<file path="config.mk">
export PLATFORM = sky130hd
export DESIGN_NAME = mem_arbiter
export DESIGN_NICKNAME = d
export VERILOG_FILES = /design/src/rtl/mem_arb_pkg.sv /design/src/rtl/mem_arb_pick.sv /design/src/rtl/mem_arbiter.sv
export SDC_FILE = /design/constraint.sdc
export NUM_CORES = 1
export LEC_CHECK = 0
export BUFFER_PORTS_ARGS = -buffer_cell sky130_fd_sc_hd__buf_2
export CORE_AREA = 5 5 105 107
export DETAILED_ROUTE_END_ITERATION = 6
export DIE_AREA = 0 0 110 112
export HOLD_SLACK_MARGIN = 0.06
export PLACE_DENSITY = 0.85
export SLEW_MARGIN = 25
export SYNTH_ARGS = -nofsm -noshare
export SYNTH_HDL_FRONTEND = slang
export SYNTH_SLANG_ARGS = --single-unit
export TNS_END_PERCENT = 50
</file>
<file path="constraint.sdc">
create_clock -name clk_ram -period 4.4 [get_ports clk_ram]
set_clock_uncertainty 0.2 [all_clocks]
set_input_delay 0.44 -clock clk_ram [delete_from_list [all_inputs] [get_ports clk_ram]]
set_output_delay 0.44 -clock clk_ram [all_outputs]
set_load 0.01 [all_outputs]
</file>
<file path="src/rtl/mem_arb_pkg.sv">
// Shared types and constants for the SDRAM access arbiter.
package mem_arb_pkg;

   typedef enum logic [1:0] {IDLE, ISSUE, WAIT, DONE} state_t;

   typedef enum logic [1:0] {ID_VID, ID_BUS, ID_CPY} req_id_t;

   localparam logic [1:0] WTBT_FULL = 2'b11;

endpackage

</file>
<file path="src/rtl/mem_arb_pick.sv">
// Combinational grant selector: video first, then bus, then copy, except that
// copy jumps ahead of bus once it has been starved for too long.
module mem_arb_pick
   import mem_arb_pkg::*;
(
   input  logic [2:0] req,      // {cpy, bus, vid}, already masked
   input  logic       starve,
   output logic [2:0] gnt,
   output req_id_t    gnt_id
);

   always_comb begin
      gnt    = 3'b000;
      gnt_id = ID_VID;
      if (req[0]) begin
         gnt    = 3'b001;
         gnt_id = ID_VID;
      end else if (starve && req[2]) begin
         gnt    = 3'b100;
         gnt_id = ID_CPY;
      end else if (req[1]) begin
         gnt    = 3'b010;
         gnt_id = ID_BUS;
      end else if (req[2]) begin
         gnt    = 3'b100;
         gnt_id = ID_CPY;
      end
   end

endmodule

</file>
<file path="src/rtl/mem_arbiter.sv">
// Single-port SDRAM arbiter for video, CPU bus and OSD copy requesters.
// Each access is sequenced issue -> wait -> acknowledge, with a completion timeout.
//
//   state | meaning
//   IDLE  | arbitrate; latch winner's command
//   ISSUE | one-cycle mem_we/mem_rd strobe, clear timeout
//   WAIT  | wait for mem_ready or timeout
//   DONE  | one-cycle ack (and err if aborted)
module mem_arbiter
   import mem_arb_pkg::*;
#(
   parameter int COPY_MAX_WAIT = 8,
   parameter int TIMEOUT       = 63
) (
   input  logic        clk_ram,
   input  logic        reset,
   input  logic        vid_req,
   input  logic        bus_req,
   input  logic        cpy_req,
   input  logic [23:0] vid_addr,
   input  logic [23:0] bus_addr,
   input  logic [23:0] cpy_addr,
   input  logic [15:0] bus_din,
   input  logic [15:0] cpy_din,
   input  logic [1:0]  bus_wtbt,
   input  logic        bus_we,
   input  logic        cpy_we,
   output logic        vid_ack,
   output logic        bus_ack,
   output logic        cpy_ack,
   output logic [15:0] vid_dout,
   output logic [15:0] bus_dout,
   output logic [15:0] cpy_dout,
   output logic        err,
   output logic [23:0] mem_addr,
   output logic [15:0] mem_din,
   output logic [1:0]  mem_wtbt,
   output logic        mem_we,
   output logic        mem_rd,
   input  logic [15:0] mem_dout,
   input  logic        mem_ready
);

   localparam int SW = $clog2(COPY_MAX_WAIT + 1);
   localparam int TW = $clog2(TIMEOUT + 1);

   state_t       state;
   logic [2:0]   cur_oh;
   logic         cur_we;
   logic         aborted;
   logic [23:0]  lat_addr;
   logic [15:0]  lat_din;
   logic [1:0]   lat_wtbt;
   logic [SW-1:0] starve_cnt;
   logic [TW-1:0] tmo_cnt;
   logic [TW-1:0] tmo_nxt;
   logic         tmo_hit;
   logic [2:0]   mask_oh;
   logic [2:0]   req_elig;
   logic [2:0]   gnt;
   req_id_t      gnt_id;
   logic         starve;
   logic [23:0]  sel_addr;
   logic [15:0]  sel_din;
   logic [1:0]   sel_wtbt;
   logic         sel_we;

   // The requester just served sits out one IDLE cycle so it can drop req.
   assign req_elig = {cpy_req, bus_req, vid_req} & ~mask_oh;
   assign starve   = (starve_cnt == SW'(COPY_MAX_WAIT));
   assign tmo_nxt  = tmo_cnt + TW'(1);
   assign tmo_hit  = (tmo_nxt == TW'(TIMEOUT));

   mem_arb_pick u_pick (
      .req    (req_elig),
      .starve (starve),
      .gnt    (gnt),
      .gnt_id (gnt_id)
   );

   always_comb begin
      sel_addr = vid_addr;
      sel_din  = '0;
      sel_wtbt = WTBT_FULL;
      sel_we   = 1'b0;
      case (gnt_id)
         ID_BUS: begin
            sel_addr = bus_addr;
            sel_din  = bus_din;
            sel_wtbt = bus_wtbt;
            sel_we   = bus_we;
         end
         ID_CPY: begin
            sel_addr = cpy_addr;
            sel_din  = cpy_din;
            sel_wtbt = WTBT_FULL;
            sel_we   = cpy_we;
         end
         default: ;
      endcase
   end

   always_ff @(posedge clk_ram) begin
      if (reset) begin
         state      <= IDLE;
         cur_oh     <= '0;
         cur_we     <= 1'b0;
         aborted    <= 1'b0;
         lat_addr   <= '0;
         lat_din    <= '0;
         lat_wtbt   <= '0;
         starve_cnt <= '0;
         tmo_cnt    <= '0;
         mask_oh    <= '0;
         vid_dout   <= '0;
         bus_dout   <= '0;
         cpy_dout   <= '0;
      end else begin
         case (state)
            IDLE: begin
               mask_oh <= '0;
               if (gnt[2] || !cpy_req)
                  starve_cnt <= '0;
               else if (gnt[1] && !starve)
                  starve_cnt <= starve_cnt + SW'(1);
               if (|gnt) begin
                  cur_oh   <= gnt;
                  cur_we   <= sel_we;
                  lat_addr <= sel_addr;
                  lat_din  <= sel_din;
                  lat_wtbt <= sel_wtbt;
                  state    <= ISSUE;
               end
            end
            ISSUE: begin
               tmo_cnt <= '0;
               aborted <= 1'b0;
               state   <= WAIT;
            end
            WAIT: begin
               if (mem_ready) begin
                  if (!cur_we) begin
                     if (cur_oh[0]) vid_dout <= mem_dout;
                     if (cur_oh[1]) bus_dout <= mem_dout;
                     if (cur_oh[2]) cpy_dout <= mem_dout;
                  end
                  state <= DONE;
               end else if (tmo_hit) begin
                  aborted <= 1'b1;
                  state   <= DONE;
               end else begin
                  tmo_cnt <= tmo_nxt;
               end
            end
            DONE: begin
               mask_oh <= cur_oh;
               state   <= IDLE;
            end
            default: state <= IDLE;
         endcase
      end
   end

   assign mem_rd   = (state == ISSUE) && !cur_we;
   assign mem_we   = (state == ISSUE) &&  cur_we;
   assign mem_addr = lat_addr;
   assign mem_din  = lat_din;
   assign mem_wtbt = lat_wtbt;
   assign vid_ack  = (state == DONE) && cur_oh[0];
   assign bus_ack  = (state == DONE) && cur_oh[1];
   assign cpy_ack  = (state == DONE) && cur_oh[2];
   assign err      = (state == DONE) && aborted;

endmodule
</file>
**Yosys cells after proc, flatten, opt, wreduce, memory -nomap -nowiden**

Index checks and enable logic that the tools add are counted.

- Register bits after elaboration: 110
- Latch bits: 0
- Bits in writable memories: 0
- Memory bits (read-only): 0
- Output and inout bits: 96
- Memories kept: 0

- Add/sub/neg operators: 2
- Multipliers: 0
- Divide/modulo/power cells: 0
- Order comparisons: 0
- Eq/ne operators: 12
- Shift operators: 0
- Muxes and demuxes: 25
- Bitwise operators: 3
- Reduce and logical (&&, ||, !) cells: 25

Operators with widths:

| cell | number |
|---|---|
| $pmux W24 S2 | 1 |
| $pmux W16 S2 | 1 |
| $mux W2 | 8 |
| $mux W3 | 4 |
| $mux W6 | 2 |
| $pmux W6 S2 | 1 |
| $reduce_and A4 Y1 | 3 |
| $logic_and A1 B1 Y1 | 8 |
| $mux W4 | 2 |
| $ne A2 B2 Y1 const B | 4 |
| $pmux W2 S4 | 1 |
| $add A6 B1 Y6 const B | 1 |
| $eq A2 B2 Y1 const B | 3 |
| $eq A6 B6 Y1 const B | 1 |
| $pmux W3 S2 | 1 |
| $reduce_and A2 Y1 | 3 |
| $reduce_and A3 Y1 | 2 |
| $reduce_bool A2 Y1 | 3 |
| $add A4 B1 Y4 const B | 1 |
| $eq A2 B1 Y1 const B | 2 |
| $eq A4 B4 Y1 const B | 1 |
| $pmux W1 S2 | 2 |
| $and A3 B3 Y3 | 1 |
| $logic_not A1 Y1 | 3 |
| other kinds (7) | 8 |

**Logic depth before layout (Yosys ltp)**

Gate-level depths: netlist (run 1).

- Word-level depth: 9
- Depth in mapped cells: 13
- Depth with buffers taken out: 11

**By module**

Synthesis (run 1) repeated with hierarchy kept, for this count alone.

- Cells, all modules: 639
- Area total of the unflattened synthesis: 4883.4 sq um

Modules (own cells, without submodules):

| module | instances | cells an instance | area an instance (sq um) | seq. area each (sq um) |
|---|---|---|---|---|
| mem_arbiter | 1 | 632 | 4830.9 | 2202.1 |
| mem_arb_pick | 1 | 7 | 52.6 | 0.0 |

**Worst setup path after synthesis (run 1)**

No wires, ideal clock.

- Path type: register -> register
- Start: reg starve_cnt[0]
- End: reg lat_din[10], in the netlist mem_din[10]
- Arrival: 2.288 ns
- Required time: 4.129 ns
- Slack: 1.841 ns
- Stages on the path, launching flop included: 11
- Buffers on the path: 2
- Period minus slack after synthesis: 2.559 ns
- Cell sequence: dfxtp_1 > inv_1 > ha_1 > and3b_1 > a211oi_1 > ha_1 > clkbuf_1 > clkbuf_1 > a22oi_1 > or3_1 > a21oi_2

- Cells in the longest elaborated chain, start to end: 6
- Elaborated cells between the ends (all ways): 11

RTL lines:

| item | RTL line | source |
|---|---|---|
| from (decl) | mem_arbiter.sv:54 | `logic [SW-1:0] starve_cnt;` |
| from (signal assigned) | mem_arbiter.sv:125 | `starve_cnt <= starve_cnt + SW'(1);` |
| $eq A4 B4 Y1 | mem_arbiter.sv:70 | `assign starve = (starve_cnt == SW'(COPY_MAX_WAIT));` |
| $logic_and A1 B1 Y1 | mem_arb_pick.sv:18 | `end else if (starve && req[2]) begin` |
| $mux W3 | mem_arb_pick.sv:18 |  |
| $mux W3 | mem_arb_pick.sv:15 | `if (req[0]) begin` |
| named net gnt[1] | mem_arbiter.sv:60 | `logic [2:0] gnt;` |
| $reduce_or A3 Y1 | mem_arbiter.sv:126 | `if (\|gnt) begin` |
| $reduce_and A2 Y1 (no source line) | - |  |
| to (signal assigned) | mem_arbiter.sv:130 | `lat_din <= sel_din;` |
| to (decl) | mem_arbiter.sv:52 | `logic [15:0] lat_din;` |

The timed path passes the listed nets, and every way through them passes these cells.
A chain may end at the register's enable or synchronous reset.

**Final worst setup path (run 1)**

- Start: reg starve_cnt[0]
- End: reg lat_addr[21], in the netlist mem_addr[21]

- Cells in the longest elaborated chain, start to end: 6
- Elaborated cells between the ends (all ways): 11

RTL lines:

| item | RTL line | source |
|---|---|---|
| $eq A4 B4 Y1 | mem_arbiter.sv:70 |  |
| $logic_and A1 B1 Y1 | mem_arb_pick.sv:18 |  |
| $mux W3 | mem_arb_pick.sv:18 |  |
| $mux W3 | mem_arb_pick.sv:15 |  |
| named net gnt[1] | mem_arbiter.sv:60 |  |
| $reduce_or A3 Y1 | mem_arbiter.sv:126 |  |
| $reduce_and A2 Y1 (no source line) | - |  |
| to (signal assigned) | mem_arbiter.sv:129 | `lat_addr <= sel_addr;` |
| to (decl) | mem_arbiter.sv:51 | `logic [23:0] lat_addr;` |

The timed path passes the listed nets, and every way through them passes these cells.

==> results of run 1 <==
-- sequential cells by signal (all words and copies together) (netlist names) --
register and flops:
starve_cnt 4, tmo_cnt 6, cur_we 1, mask_oh 3
mem_din 16, aborted 1, state 2, mem_addr 24
cur_oh 3, mem_wtbt 2, bus_dout 16, cpy_dout 16
vid_dout 16
-- per-layer routing --
layer	vias up	track usage	wire length, um
met1	2293	0.265	5640
li1	2562	-	-
met3	18	0.0713	1190
met2	192	0.386	7150
met4	0	0.0707	284
met5	-	0	0
-- cells by family after synthesis --
logic type	count (synthesis)	share of synthesized area
buffers and inverters	59	0.0561
and+or+nand+nor	275	0.243
AOI/OAI and AO/OA	181	0.218
adders and majority gates	10	0.0250
muxes	5	0.0103
xor gates and xnor gates	3	0.00676
DFF	110	0.441
-- cells in the final DEF (no fill, tap or decap), types with 11 or more instances in the layout --
master   Yosys  layout
a21oi_1     85      85
a21oi_2     11      11
a22oi_1     42      42
buf_2        5     224
dfxtp_1    110     110
inv_1       11      11
nand2_1    199     199
nor2_1      13      13
o21ai_0     28      28
or3_1       20      20
-- Yosys cell counts --
library cell    n  area, um^2
nand2_1       199         747
dfxtp_1       110        2200
a21oi_1        85         425
a22oi_1        42         315
clkbuf_1       36         135
o21ai_0        28         140
or3_1          20         125
nor2_1         13        48.8
a21oi_2        11        96.3
inv_1          11        41.3
ha_1           10         125
and2_1          8        50.1
buf_6           7        78.8
nand3_1         7        35.0
nor3_1          6        30.0
a31oi_1         5        31.3
buf_2           5        25.0
nand2b_1        5        31.3
mux2i_1         4        40.0
nand4_1         4        25.0
nor3b_1         3        22.5
nor2b_1         2        12.5
nor2b_4         2        27.5
a211oi_1        1        7.51
a21o_1          1        7.51
a32oi_1         1        8.76
and3_1          1        6.26
and3b_1         1        8.76
mux2_2          1        11.3
nand2b_4        1        13.8
nor2_2          1        6.26
nor2b_2         1        8.76
nor3_4          1        16.3
o2111ai_1       1        8.76
o211ai_1        1        7.51
o21a_1          1        7.51
o21ai_1         1        5.00
o21ai_2         1        8.76
o221a_2         1        11.3
o41ai_1         1        8.76
xnor2_1         1        8.76
xnor2_2         1        16.3
xor2_1          1        8.76
-- worst max-delay path, stage by stage, from the launching register on --
cell and delay (ps):
dfxtp_1 410, inv_1 60, ha_1 190, and3b_1 200, a211oi_1 380, ha_2 780
a22oi_1 250, o21ai_0 210, nand2_1 90, a21oi_1 160
-- worst max-delay path by stage --
stage / start / end / slack (ps) / depth (start not counted)
after floorplan: starve_cnt[0] / mem_din[10] / 1840 / 10
after global placement: vid_req / mem_din[5] / 1230 / 9
after detailed placement: vid_req / mem_din[6] / 1160 / 9
after CTS: starve_cnt[0] / mem_din[8] / 1140 / 10
after global routing: starve_cnt[0] / mem_addr[15] / 1020 / 11
final: starve_cnt[0] / mem_addr[21] / 1390 / 9
-- final cells by class --
class | count | area [um^2]
diodes | 2 | 5.00
flip-flops and latches | 110 | 2200
well taps | 136 | 170
fillers | 930 | 3730
repair buffers | 227 | 1140
inverters | 11 | 41.3
multi-input cells | 474 | 2520
clock buffers | 9 | 124
clock inverters | 7 | 101
-- power by group --
part / total [mW] / switching [mW] / internal (mW) / leakage (nW)
sequential: 1.14 / 0.0537 / 1.08 / 0.892
combinational: 0.736 / 0.485 / 0.251 / 1.73
clock: 0.660 / 0.377 / 0.283 / 0.109
total: 2.53 / 0.916 / 1.62 / 2.74
-- stage by stage --
step / power, mW / hold slack (ps) / cells
detailed placement: 1.90 / 243 / 958
CTS: 2.55 / 101 / 974
floorplan: 1.72 / 248 / 643
global placement: 1.88 / 239 / 958
finish: 2.53 / 119 / 976
global route: 2.69 / 97.2 / 976
==> impl_metrics.json, run 1 <==
{
  "hold_start": "mem_dout[10]",
  "cts_root_buf": "clkbuf_8",
  "power_density_nw_per_um2": 402,
  "period_share": 0.685,
  "nets": 973,
  "worst_ep_arrival_time_ps": 3100,
  "syn_area_um2": 5000,
  "core-area_um2": 10000,
  "syn_inst": 643,
  "rsz0062_at_grt": "no",
  "initial_core_util": 0.497,
  "grt_antenna_before_repair": 2,
  "drc_errors": 0,
  "setup_tns_ps": 0,
  "wl_per_cell_um": 14.6,
  "endpoint_kind": "flip-flop",
  "area_delta_synth_final_pct": 26.3,
  "yosysSeqAreaShare": 0.441,
  "final_cell_area_um2": 6310,
  "drtIter0Drc": 264,
  "drive_gt1_frac": 0.317,
  "worstMarginPinSlew_ps": 918,
  "ff2ff_path_depth": 9,
  "vias": 5065,
  "setup_ws_ps": 1390,
  "clock_latency_ps": 360,
  "critPathMaxFanout": 43,
  "critPathLaunchType": "flip-flop",
  "cts_resized": 0,
  "syn_nets": 783,
  "tritoncts": "built",
  "r2r_end": "mem_addr[21]",
  "post-place-ws_ps": 1160,
  "cts_setup_buffers": 0,
  "clock-sinks": 110,
  "worst-endpoint-required_ps": 4490,
  "min_path_type": "in2reg",
  "ys_types": 43,
  "die_w_um": 110,
  "finalHoldViolCount": 0,
  "rows": 37,
  "crit_type": "reg2reg",
  "synth-seq-cells": 110,
  "cellLeakagePower_nw": 2.74,
  "numCtsBuffers": 9,
  "fmaxAchievable_ghz": 0.332,
  "final_antenna_net_count": 0,
  "wirelength_um": 14300,
  "drt-vias-per-instance": 5.19,
  "dpl_cell_area_um2": 6080,
  "grt_pass1_wl_um": 22400,
  "holdPathEnd": "bus_dout[10]",
  "final-max-slew-violation-count": 0,
  "vdd_drop_max_mv": 0.241,
  "r2r_start": "starve_cnt[0]",
  "grt_overflow": 0,
  "synth_warnings": 0,
  "fp.dieArea_um2": 12300,
  "maxSlewHeadroom": 0.388,
  "ioPinCount": 226,
  "max_cap_viol_count": 0,
  "routabilityCongestion": 0.904,
  "synth_area_per_cell_um2": 7.77,
  "firstDrtPassIters": 5,
  "grt_pass1_vias": 4604,
  "grtUsageTotal": 0.226,
  "path_clk_slew_ps": 120,
  "portBuffers": 225,
  "grt_max_degree": 88,
  "htree_num_levels": 3,
  "setup_violations": 0,
  "run_status": "complete, no violations",
  "clockBufferDepth": 2,
  "r2r_slack_ps": 1390,
  "fin_crit_ps": 3010,
  "place_hpwl_um": 10500,
  "utilization": 0.628,
  "die_h_um": 112,
  "postCtsHoldBufs": 0,
  "whs_path_depth": 3
}
(Power assumes the default switching activity.)
==> run 2, diff against run 1 <==
Settings changed: CORE_AREA 5 5 105 107 to 5 5 110 112, DIE_AREA 0 0 110 112 to 0 0 115 117, PLACE_DENSITY 0.85 to 0.78.
Clock period 4.4 ns to 2.9 ns, I/O delays scaled along.
==> run 2 against run 1 <==
Net effect: routed wire length is 2.9% higher; clock power is 80% higher; worst setup slack worse by 1100 ps; non-clock buffer count is 22 higher.
==> impl_metrics.json, run 2 (same netlist as run 1, synthesis figures left out) <==
{
  "vias": 5154,
  "worst_ep_arrival_time_ps": 2690,
  "vdd_drop_max_mv": 0.346,
  "n_antenna_cell": 0,
  "nets": 995,
  "ioPinCount": 226,
  "switchingPower_mw": 1.40,
  "cp_common_cell": "inv_1",
  "area_delta_synth_final_pct": 32.4,
  "ff2ff_path_depth": 10,
  "period_share": 0.901,
  "power_density_nw_per_um2": 614,
  "worstMarginPinSlew_ps": 756,
  "fmaxAchievable_ghz": 0.383,
  "rsz0062_at_grt": "no",
  "cts_resized": 0,
  "run_status": "complete, no violations",
  "largest_reg_flops": 24,
  "die_h_um": 117,
  "portBuffers": 225,
  "r2r_end": "mem_din[3]",
  "cp_cell_sequence": "inv_1 -> ha_1 -> and3b_1 -> o21ai_0 -> nor3_1 -> inv_1 -> ha_2 -> buf_12 -> or3_1 -> a21oi_1",
  "r2r_start": "starve_cnt[1]",
  "tritoncts": "built",
  "crit_type": "reg2reg",
  "slowest_delay_ps": 390,
  "grt_pass1_wl_um": 22800,
  "fp.dieArea_um2": 13500,
  "pwr-share-comb": 0.281,
  "crit_start": "starve_cnt[1]",
  "place_hpwl_um": 10600,
  "wl_per_cell_um": 14.6,
  "grt_max_degree": 72,
  "clock-sinks": 110,
  "grt_overflow": 0,
  "path_clk_slew_ps": 70,
  "critPathLaunchType": "flip-flop",
  "drive_gt1_frac": 0.313,
  "cellLeakagePower_nw": 2.88,
  "cts_root_buf": "clkbuf_16",
  "worst_path_max_delay_cell": "or3_1",
  "endpoint_kind": "flip-flop",
  "numCtsBuffers": 9,
  "grt_antenna_before_repair": 0,
  "final_antenna_net_count": 0,
  "clockBufferDepth": 2,
  "hold_start": "cpy_req",
  "clock_latency_ps": 350,
  "internal_power_mw": 2.66,
  "switching_share": 0.346,
  "rows": 39,
  "maxSlewHeadroom": 0.496,
  "drc_errors": 0,
  "die_w_um": 115,
  "final_common_cell": "buf_2",
  "setup_tns_ps": 0,
  "r2r_slack_ps": 290,
  "holdPathEnd": "starve_cnt[2]",
  "drtIter0Drc": 367,
  "finalHoldViolCount": 0,
  "routabilityCongestion": 0.838,
  "placed_cells": 969,
  "initial_core_util": 0.449,
  "wirelength_um": 14700,
  "max_cap_viol_count": 0,
  "clkPwrFrac": 0.294,
  "layout_common_cells": "buf_2, nand2_1, dfxtp_1",
  "power_frac_seq": 0.425,
  "grt_pass1_vias": 4803,
  "worst-endpoint-required_ps": 2980,
  "min_path_type": "in2reg",
  "final-max-slew-violation-count": 0,
  "core-area_um2": 11100,
  "drt-vias-per-instance": 5.14,
  "stdcell_count": 1003,
  "cts_setup_buffers": 0,
  "grtUsageTotal": 0.210,
  "setup_violations": 0,
  "critPathMaxFanout": 57,
  "whs_path_depth": 3,
  "htree_num_levels": 3,
  "fin_crit_ps": 2610,
  "firstDrtPassIters": 4
}
## run 2: how the worst max path moves through the flow
| stage | endpoint | slack, ps | cells after the start |
|---|---|---|---|
| after CTS | mem_din[3] | 290 | 10 |
| final | mem_din[3] | 290 | 10 |
| after floorplan | mem_din[10] | 340 | 10 |
| after detailed placement | mem_din[12] | 320 | 10 |
| after global routing | mem_addr[8] | 60 | 12 |
| after global placement | mem_din[13] | 380 | 8 |
## run 2: through the flow
step | util | power [mW] | area (um^2) | hold WS, ps | setup slack [ps]
final | 0.595 | 4.06 | 6620 | 92.2 | 286
after floorplan | - | 2.60 | 5000 | 226 | 341
after global routing | 0.595 | 4.31 | 6620 | 127 | 64.8
after global placement | 0.553 | 2.87 | 6150 | 238 | 381
after detailed placement | 0.553 | 2.89 | 6150 | 244 | 317
after CTS | 0.595 | 4.10 | 6620 | 76.7 | 291
## run 2: power by group through the flow
stage	registers [mW]	clock network (mW)	logic, mW
2_1_floorplan	1.80	0	0.803
3_3_place_gp	1.75	0	1.12
3_5_place_dp	1.76	0	1.13
4_1_cts	1.72	1.22	1.16
5_1_grt	1.74	1.28	1.28
6_report	1.73	1.19	1.14
## run 2: final cells by class
class	count	area (um^2)
Sequential cell	110	2200
Inverter	11	41.3
Clock inverter	7	62.6
Multi-Input combinational cell	474	2520
Fill cell	1053	4510
Timing Repair Buffer	249	1390
Tap cell	143	179
Clock buffer	9	225
## run 2: what timing repair did
action | 4_1_cts | 5_1_grt
setup endpoints to repair | 0 | 0
hold endpoints to repair | 50 | 0
hold buffers | 18 | 0
## run 2: worst max-delay path: cells and delay by family (launching register included)
| family | cells | cell delay (ps) |
|---|---|---|
| DFF | 1 | 330 |
| adders and majority gates | 2 | 490 |
| AOI/OAI and AO/OA | 2 | 230 |
| buffers and inverters | 3 | 380 |
| and+or+nand+nor | 3 | 900 |
## run 2: layer usage
layer | GRT usage | part of all wire | up-vias
li1 | - | - | 2613
met4 | 0.0908 | 0.032 | 0
met3 | 0.0488 | 0.070 | 35
met1 | 0.259 | 0.41 | 2313
met2 | 0.353 | 0.48 | 193
met5 | 0 | 0 | -
